==> config.mk <==
export PLATFORM = sky130hd
export DESIGN_NAME = btn_digit_entry
export DESIGN_NICKNAME = d
export VERILOG_FILES = /design/src/rtl/btn_digit_entry_pkg.sv /design/src/rtl/btn_digit_entry_conditioner.sv /design/src/rtl/btn_digit_entry.sv
export SDC_FILE = /design/constraint.sdc
export NUM_CORES = 1
export LEC_CHECK = 0
export BUFFER_PORTS_ARGS = -buffer_cell sky130_fd_sc_hd__buf_4
export CAP_MARGIN = 20
export CORE_MARGIN = 4
export CORE_UTILIZATION = 25
export DETAILED_ROUTE_END_ITERATION = 8
export HOLD_SLACK_MARGIN = 0.02
export PLACE_DENSITY = 0.5
export SYNTH_ARGS = -nofsm -noshare
export SYNTH_HDL_FRONTEND = slang
export SYNTH_SLANG_ARGS = --single-unit
==> constraint.sdc <==
create_clock -name clk -period 8.9 [get_ports clk]
set_clock_uncertainty 0.2 [all_clocks]
set_input_delay 0 -clock clk [delete_from_list [all_inputs] [get_ports clk]]
set_output_delay 0 -clock clk [all_outputs]
set_load 0.005 [all_outputs]
==> src/rtl/btn_digit_entry_pkg.sv <==
`default_nettype none
// ---------------------------------------------------------------------------
// btn_digit_entry_pkg : shared states, button indices and BCD limit. rev 1.0
// ---------------------------------------------------------------------------
package btn_digit_entry_pkg;

    typedef enum logic [1:0] {
        ST_EDIT    = 2'd0,
        ST_CONVERT = 2'd1,
        ST_BUSY    = 2'd2
    } state_t;

    localparam int BTN_CENTER = 0;
    localparam int BTN_UP     = 1;
    localparam int BTN_DOWN   = 2;
    localparam int BTN_LEFT   = 3;
    localparam int BTN_RIGHT  = 4;
    localparam int NUM_BTNS   = 5;

    localparam logic [3:0] BCD_MAX = 4'd9;

endpackage
`default_nettype wire

==> src/rtl/btn_digit_entry_conditioner.sv <==
`default_nettype none
// ---------------------------------------------------------------------------
// btn_conditioner : 2-FF sync, debounce, registered rising-edge event. rev 1.0
// ---------------------------------------------------------------------------
module btn_conditioner #(
    parameter int DEBOUNCE_CYCLES = 4
) (
    input  logic clk,
    input  logic rst_n,
    input  logic btn_raw,
    output logic press
);

    localparam int CNT_W = (DEBOUNCE_CYCLES > 1) ? $clog2(DEBOUNCE_CYCLES) : 1;
    localparam logic [CNT_W-1:0] CNT_LAST = CNT_W'(DEBOUNCE_CYCLES - 1);

    logic             sync_meta;
    logic             sync_out;
    logic             level;
    logic             level_d;
    logic             press_q;
    logic [CNT_W-1:0] cnt;

    always_ff @(posedge clk) begin
        if (!rst_n) begin
            sync_meta <= 1'b0;
            sync_out  <= 1'b0;
            level     <= 1'b0;
            level_d   <= 1'b0;
            press_q   <= 1'b0;
            cnt       <= '0;
        end else begin
            sync_meta <= btn_raw;
            sync_out  <= sync_meta;
            level_d   <= level;
            press_q   <= level & ~level_d;
            // Any sample agreeing with the accepted level restarts the count.
            if (sync_out == level) begin
                cnt <= '0;
            end else if (cnt == CNT_LAST) begin
                cnt   <= '0;
                level <= ~level;
            end else begin
                cnt <= cnt + 1'b1;
            end
        end
    end

    assign press = press_q;

endmodule
`default_nettype wire

==> src/rtl/btn_digit_entry.sv <==
`default_nettype none
// ---------------------------------------------------------------------------
// btn_digit_entry : button-driven BCD entry with serial BCD-to-binary handoff.
// rev 1.0
// ---------------------------------------------------------------------------
module btn_digit_entry
    import btn_digit_entry_pkg::*;
#(
    parameter int NUM_DIGITS      = 8,
    parameter int DEBOUNCE_CYCLES = 4
) (
    input  logic                                                clk,
    input  logic                                                rst_n,
    input  logic                                                btn_center_in,
    input  logic                                                btn_up_in,
    input  logic                                                btn_down_in,
    input  logic                                                btn_left_in,
    input  logic                                                btn_right_in,
    input  logic                                                calc_done,
    output logic [4*NUM_DIGITS-1:0]                             digits_bcd,
    output logic [((NUM_DIGITS > 1) ? $clog2(NUM_DIGITS) : 1)-1:0] cursor,
    output logic [31:0]                                         operand,
    output logic                                                calc_start,
    output logic                                                busy
);

    localparam int CUR_W = (NUM_DIGITS > 1) ? $clog2(NUM_DIGITS) : 1;
    localparam logic [CUR_W-1:0] CUR_LAST = CUR_W'(NUM_DIGITS - 1);

    logic [NUM_BTNS-1:0] btn_raw;
    logic [NUM_BTNS-1:0] btn_evt;

    assign btn_raw[BTN_CENTER] = btn_center_in;
    assign btn_raw[BTN_UP]     = btn_up_in;
    assign btn_raw[BTN_DOWN]   = btn_down_in;
    assign btn_raw[BTN_LEFT]   = btn_left_in;
    assign btn_raw[BTN_RIGHT]  = btn_right_in;

    for (genvar g = 0; g < NUM_BTNS; g++) begin : g_btn
        btn_conditioner #(
            .DEBOUNCE_CYCLES(DEBOUNCE_CYCLES)
        ) u_cond (
            .clk     (clk),
            .rst_n   (rst_n),
            .btn_raw (btn_raw[g]),
            .press   (btn_evt[g])
        );
    end

    state_t                      state;
    state_t                      state_next;
    logic [NUM_DIGITS-1:0][3:0]  digits;
    logic [CUR_W-1:0]            cur;
    logic [CUR_W-1:0]            idx;
    logic [31:0]                 acc;
    logic [31:0]                 acc_next;
    logic [31:0]                 operand_q;
    logic                        start_q;
    logic [3:0]                  cur_digit;

    assign cur_digit = digits[cur];
    // acc*10 + digit; the largest 9-digit value still fits in 32 bits.
    assign acc_next  = (acc << 3) + (acc << 1) + {28'd0, digits[idx]};

    always_ff @(posedge clk) begin
        if (!rst_n) begin
            state <= ST_EDIT;
        end else begin
            state <= state_next;
        end
    end

    always_comb begin
        state_next = state;
        case (state)
            ST_EDIT: begin
                if (btn_evt[BTN_CENTER]) begin
                    state_next = ST_CONVERT;
                end
            end
            ST_CONVERT: begin
                if (idx == '0) begin
                    state_next = ST_BUSY;
                end
            end
            ST_BUSY: begin
                // A done coinciding with our own start pulse is stale.
                if (calc_done && !start_q) begin
                    state_next = ST_EDIT;
                end
            end
            default: state_next = ST_EDIT;
        endcase
    end

    always_ff @(posedge clk) begin
        if (!rst_n) begin
            digits    <= '0;
            cur       <= '0;
            idx       <= '0;
            acc       <= '0;
            operand_q <= '0;
            start_q   <= 1'b0;
        end else begin
            start_q <= 1'b0;
            case (state)
                ST_EDIT: begin
                    if (btn_evt[BTN_CENTER]) begin
                        acc <= '0;
                        idx <= CUR_LAST;
                    end else if (btn_evt[BTN_UP]) begin
                        digits[cur] <= (cur_digit == BCD_MAX) ? 4'd0 : cur_digit + 4'd1;
                    end else if (btn_evt[BTN_DOWN]) begin
                        digits[cur] <= (cur_digit == 4'd0) ? BCD_MAX : cur_digit - 4'd1;
                    end else if (btn_evt[BTN_LEFT]) begin
                        cur <= (cur == CUR_LAST) ? '0 : cur + 1'b1;
                    end else if (btn_evt[BTN_RIGHT]) begin
                        cur <= (cur == '0) ? CUR_LAST : cur - 1'b1;
                    end
                end
                ST_CONVERT: begin
                    acc <= acc_next;
                    idx <= idx - 1'b1;
                    if (idx == '0) begin
                        operand_q <= acc_next;
                        start_q   <= 1'b1;
                    end
                end
                default: ;
            endcase
        end
    end

    assign digits_bcd = digits;
    assign cursor     = cur;
    assign operand    = operand_q;
    assign calc_start = start_q;
    assign busy       = (state != ST_EDIT);

endmodule
`default_nettype wire

# After elaboration in Yosys (flattened, before gate mapping)
# Cells that the tools add are included.
# word_totals
output_inout_bits,69
elab_cells,152
regBits,139
inputBits,8
# classes
eq_ne,17
n_lt_le_gt_ge,3
add_sub_neg,12
n_bitwise,24
n_reduce_logical,27
mux,25
# op_table
cell,count
32-bit bitwise mux,2
32-bit two-way mux,2
31-bit one-hot mux with 2 select lines,1
32-bit adder,1
32-bit by 4-bit adder with 32-bit output,1
31-bit two-way mux,1
4-bit binary-select mux with 3-bit select,2
4-bit two-way mux,5
1-bit inverter,19
2-bit AND reduction,8
3-bit two-way mux,5
3-bit OR reduction,5
4-bit demux with 3-bit select,1
2-bit == test (second input constant),6
2-bit by 1-bit adder with 2-bit output (second input constant),5
3-bit by 4-bit less-than comparator with 1-bit output (second input constant),2
2-bit nonzero test,4
3-bit zero test,2
2-bit two-way mux,3
2-bit one-hot mux with 3 select lines,1
3-bit one-hot mux with 2 select lines,1
3-bit AND reduction,2
3-bit by 1-bit subtractor with 3-bit output (second input constant),2
1-bit AND,5
16 further kinds,22

# Logic depth before layout (Yosys ltp)
# logic_depth
ltp_word,7
ltp_mapped,15
mapped_depth_nobuf,13

# Modules after synthesis
# Synthesis repeated with hierarchy kept, for this count alone.
# unflattened
hier_cells,861
area_unflattened_um2,7835.0
# by_module_without_submodules
module,seq_area_each_um2,area_per_inst_um2,cells_per_inst,n_inst
btn_digit_entry,2082.0,6708.9,776,1
btn_conditioner,140.1,225.2,17,5

# Least setup slack after synthesis
# No wires, ideal clock.
# synth_path
path_type,reg2reg
startpoint,reg idx[0]
endpoint,reg acc[18]
path_stages_with_launch,16
slack_ns,4.842
arrival_time_ns,3.733
required_time_ns,8.574
period_less_slack_ns,4.058
path_buffers,2
setup_time_ns,0.126
path_cell_list,dfxtp_1 -> buf_1 -> mux4_2 -> mux2_2 -> ha_1 -> ha_1 -> inv_1 -> fa_1 -> nor2b_1 -> o31a_1 -> a31o_2 -> or3b_1 -> clkbuf_1 -> a31oi_2 -> xor2_1 -> o21ai_0
# synth_between
elab_chain_cells,4
# synth_rtl
item,line_no,rtl
from (decl),btn_digit_entry.sv:54,logic [CUR_W-1:0] idx;
from (signal assigned),btn_digit_entry.sv:123,idx <= idx - 1'b1;
4-bit binary-select mux with 3-bit select,btn_digit_entry.sv:63,"assign acc_next = (acc << 3) + (acc << 1) + {28'd0, digits[idx]};"
4-bit two-way mux (implied by the code),btn_digit_entry.sv:63,
32-bit by 4-bit adder with 32-bit output,btn_digit_entry.sv:63,
31-bit one-hot mux with 2 select lines,btn_digit_entry.sv:106,case (state)
to (signal assigned),btn_digit_entry.sv:122,acc <= acc_next;
to (decl),btn_digit_entry.sv:55,logic [31:0] acc;
# Every way passes these cells. The select of a mux whose other input is x is not followed.
# A chain may end at the register's enable or synchronous reset.

# Worst setup path in the final report
# layout_path
startpoint,reg idx[0]
endpoint,reg operand_q[18] (netlist: operand[18])
# layout_between
elab_chain_cells,3
word_cells_on_any_way,5
classes_between,add/sub (1); mux (2); reduce/logical (2)
# layout_rtl
item,line_no,rtl
4-bit binary-select mux with 3-bit select,btn_digit_entry.sv:63,
4-bit two-way mux (implied by the code),btn_digit_entry.sv:63,
32-bit by 4-bit adder with 32-bit output,btn_digit_entry.sv:63,
to (signal assigned),btn_digit_entry.sv:125,operand_q <= acc_next;
to (decl),btn_digit_entry.sv:57,logic [31:0] operand_q;
# Parallel ways exist; a longest one is shown, timed or not. The select of a mux whose other input is x is not followed.

==> impl_metrics.json <==
{
  "synth_cell_types": 79,
  "worst_path_dominant_cell_family": "adder cells",
  "path_buf_inv": 0,
  "grt_pass1_wl_um": 35970,
  "die-area_mm2": 0.03406,
  "core_area_mm2": 0.03067,
  "diodes": 0,
  "grt_antenna_before_repair": 0,
  "synth.area.top_cells": "dfxtp_1 (36%), ha_1 (12%), nand2_1 (5.4%)",
  "cts_tree": "yes",
  "insertion_delay_ps": 430,
  "synth_nets": 946,
  "power_uw": 1360,
  "nNetsFinal": 1005,
  "yosys_warnings": 0,
  "reg2reg_to": "operand[18]",
  "slowest_stage": "dfxtp_1",
  "die_w_um": 184.6,
  "io_pins": 77,
  "cts.reportedPaths.clkPinSlew_ps": 70,
  "yosysSeqAreaShare_pct": 35.71,
  "drt-initial-drc-count": 445,
  "grt_pass1_vias": 6454,
  "status": "completed",
  "synth_top_area_share_pct": 35.71,
  "rows": 64,
  "cp_max_fo": 11,
  "place_inst": 1293,
  "endpoint_kind": "flip-flop",
  "synth.avg_cell_area_um2": 9.019,
  "worstRegToRegCells": 11,
  "syn_area_mm2": 0.007792,
  "maxCapViolCount": 0,
  "synth_ff_type": "dfxtp_1",
  "via_per_inst": 4.941,
  "post-route-util_pct": 30.46,
  "synth_top_cell_by_area": "dfxtp_1",
  "final_cells": 1332,
  "regToRegStartpoint": "idx[0]",
  "hold_path_end": "g_btn[4].u_cond.sync_meta",
  "rsz0062_at_grt": "false",
  "fmax_ghz": 0.2329,
  "setup-tns-final_ps": 0,
  "hold_class": "primary input to flip-flop",
  "start_util_pct": 25.41,
  "ant_nets": 0,
  "min_path_cells": 3,
  "reg2reg_setup_slack_ps": 4610,
  "cts_resized": 0,
  "track_usage_pct": 13.25,
  "cp-start-kind": "flip-flop",
  "clockBufferDepth": 2,
  "hold_path.startpoint": "btn_right_in",
  "power.leakage_uw": 0.003805,
  "path_cells": "mux4_2 -> mux2i_1 -> fa_1 -> fa_1 -> nor2b_1 -> o31a_1 -> a31o_2 -> or3b_1 -> a31oi_2 -> or3_1 -> a31oi_1",
  "clock-sinks": 139,
  "final_max_slew_viol_count": 0,
  "final_common_cell": "dfxtp_1",
  "layout_common_cells": "dfxtp_1 (139), nand2_1 (112), buf_4 (81)",
  "area_growth_pct": 19.88,
  "drc": 0,
  "path_class": "flip-flop to flip-flop",
  "critical_path.max_stage_delay_ps": 650,
  "gp_congestion": 0.8782,
  "syn_inst": 864,
  "routed_wl_um": 22200,
  "num_vias": 6581,
  "grt_max_degree": 75,
  "cts_hold_buf": 7,
  "critPathMostFrequentCell": "fa_1",
  "cts_root_buf": "clkbuf_16",
  "routedWlPerCell_um": 16.67,
  "first_pass_iters": 5,
  "die_y_um": 184.6,
  "tightest_slew_ps": 1099,
  "io_buffers": 76,
  "period_share_pct": 48.23,
  "power.density_mw_per_mm2": 145.6,
  "fin_hold_ws_ps": 124.7,
  "relSlewSlack_pct": 26.55,
  "cts_buffers": 17,
  "grt_overflow": 0,
  "post-cts-setup-buffers": 0,
  "cts_htree_levels": 4,
  "arrival_ps": 4420,
  "async_flop_share_pct": 0,
  "post-route-min-period_ps": 4293,
  "finalHoldViolCount": 0,
  "setup_viol": 0,
  "worst_ep_required_time_ps": 9030,
  "ys_seq_elements": 139,
  "drive_gt1_share_pct": 16.56,
  "synth-edff-count": 0,
  "vdd_drop_max_mv": 0.1336,
  "hpwl_um": 16440
}
==> logic make-up after synthesis <==
logic type	share of synthesized area, %
AOI/OAI and AO/OA	20.71
buffers and inverters	3.645
adders and majority gates	12.07
xor gates and xnor gates	3.259
DFF	35.71
muxes	6.952
and+or+nand+nor	17.65
==> cell type report <==
cell class	instances	area, um2
Clock buffer	19	452.9
Clock inverter	13	128.9
Fill cell	3199	21330
Inverter	20	75.07
Multi-Input combinational cell	657	4728
Sequential cell	139	2783
Tap cell	396	495.5
Timing Repair Buffer	88	678.2
==> sequential cells by signal, summed over array words and instances, names as in the netlist <==
signal / count
g_btn.u_cond.level_d: 5
cursor: 3
g_btn.u_cond.level: 5
state: 2
idx: 3
g_btn.u_cond.sync_out: 5
g_btn.u_cond.press: 5
g_btn.u_cond.sync_meta: 5
operand: 32
calc_start: 1
digits_bcd: 32
g_btn.u_cond.cnt: 10
acc: 31
==> worst max path at each step <==
stage / endpoint / startpoint / slack [ps] / cells past startpoint
2_1_floorplan: acc[18] / idx[0] / 4840 / 15
3_5_place_dp: operand[18] / idx[0] / 4630 / 11
3_3_place_gp: acc[18] / idx[0] / 4690 / 13
5_1_grt: acc[18] / idx[0] / 4320 / 13
6_report: operand[18] / idx[0] / 4610 / 11
4_1_cts: operand[18] / idx[0] / 4610 / 11
==> worst reg2reg max path, cell delays in order, from the launching register on <==
cell     delay [ps]
dfxtp_1         650
mux4_2          570
mux2i_1         260
fa_1            510
fa_1            470
nor2b_1         170
o31a_1          210
a31o_2          190
or3b_1          330
a31oi_2         180
or3_1           340
a31oi_1         140
==> metrics by stage <==
stage	cell area [um2]	setup WS, ps
6_report	9341	4607
5_1_grt	9341	4320
4_1_cts	9341	4613
3_5_place_dp	8690	4625
3_3_place_gp	8690	4686
2_1_floorplan	7792	4842
==> synth_stat cells (all sizes together), types with 10 or more instances <==
cell / count
nor3: 10
xnor2: 18
xor2: 11
a21o: 11
o21ai: 57
o22ai: 17
inv: 19
mux2i: 14
dfxtp: 139
mux4: 14
ha: 72
clkbuf: 39
nor2: 53
nand4: 10
nand3: 26
nand2: 113
nor2b: 12
and2: 19
a211oi: 12
a21oi: 63
==> where the power goes <==
group | internal, uW | switching, uW
clock network | 406 | 307
registers | 625 | 1.15
logic | 7.25 | 14.5
total | 1040 | 322
==> layer usage <==
metal	wire length [um]	share of wire (%)	GRT usage, %	vias to the layer above
li1	-	-	-	3279
met1	11160	50	18.99	3114
met2	9510	43	20.05	168
met3	1245	5.6	3.079	20
met4	284	1.3	3.461	0
met5	0	0	0	-
No activity file was read; power rests on OpenSTA's default activity.
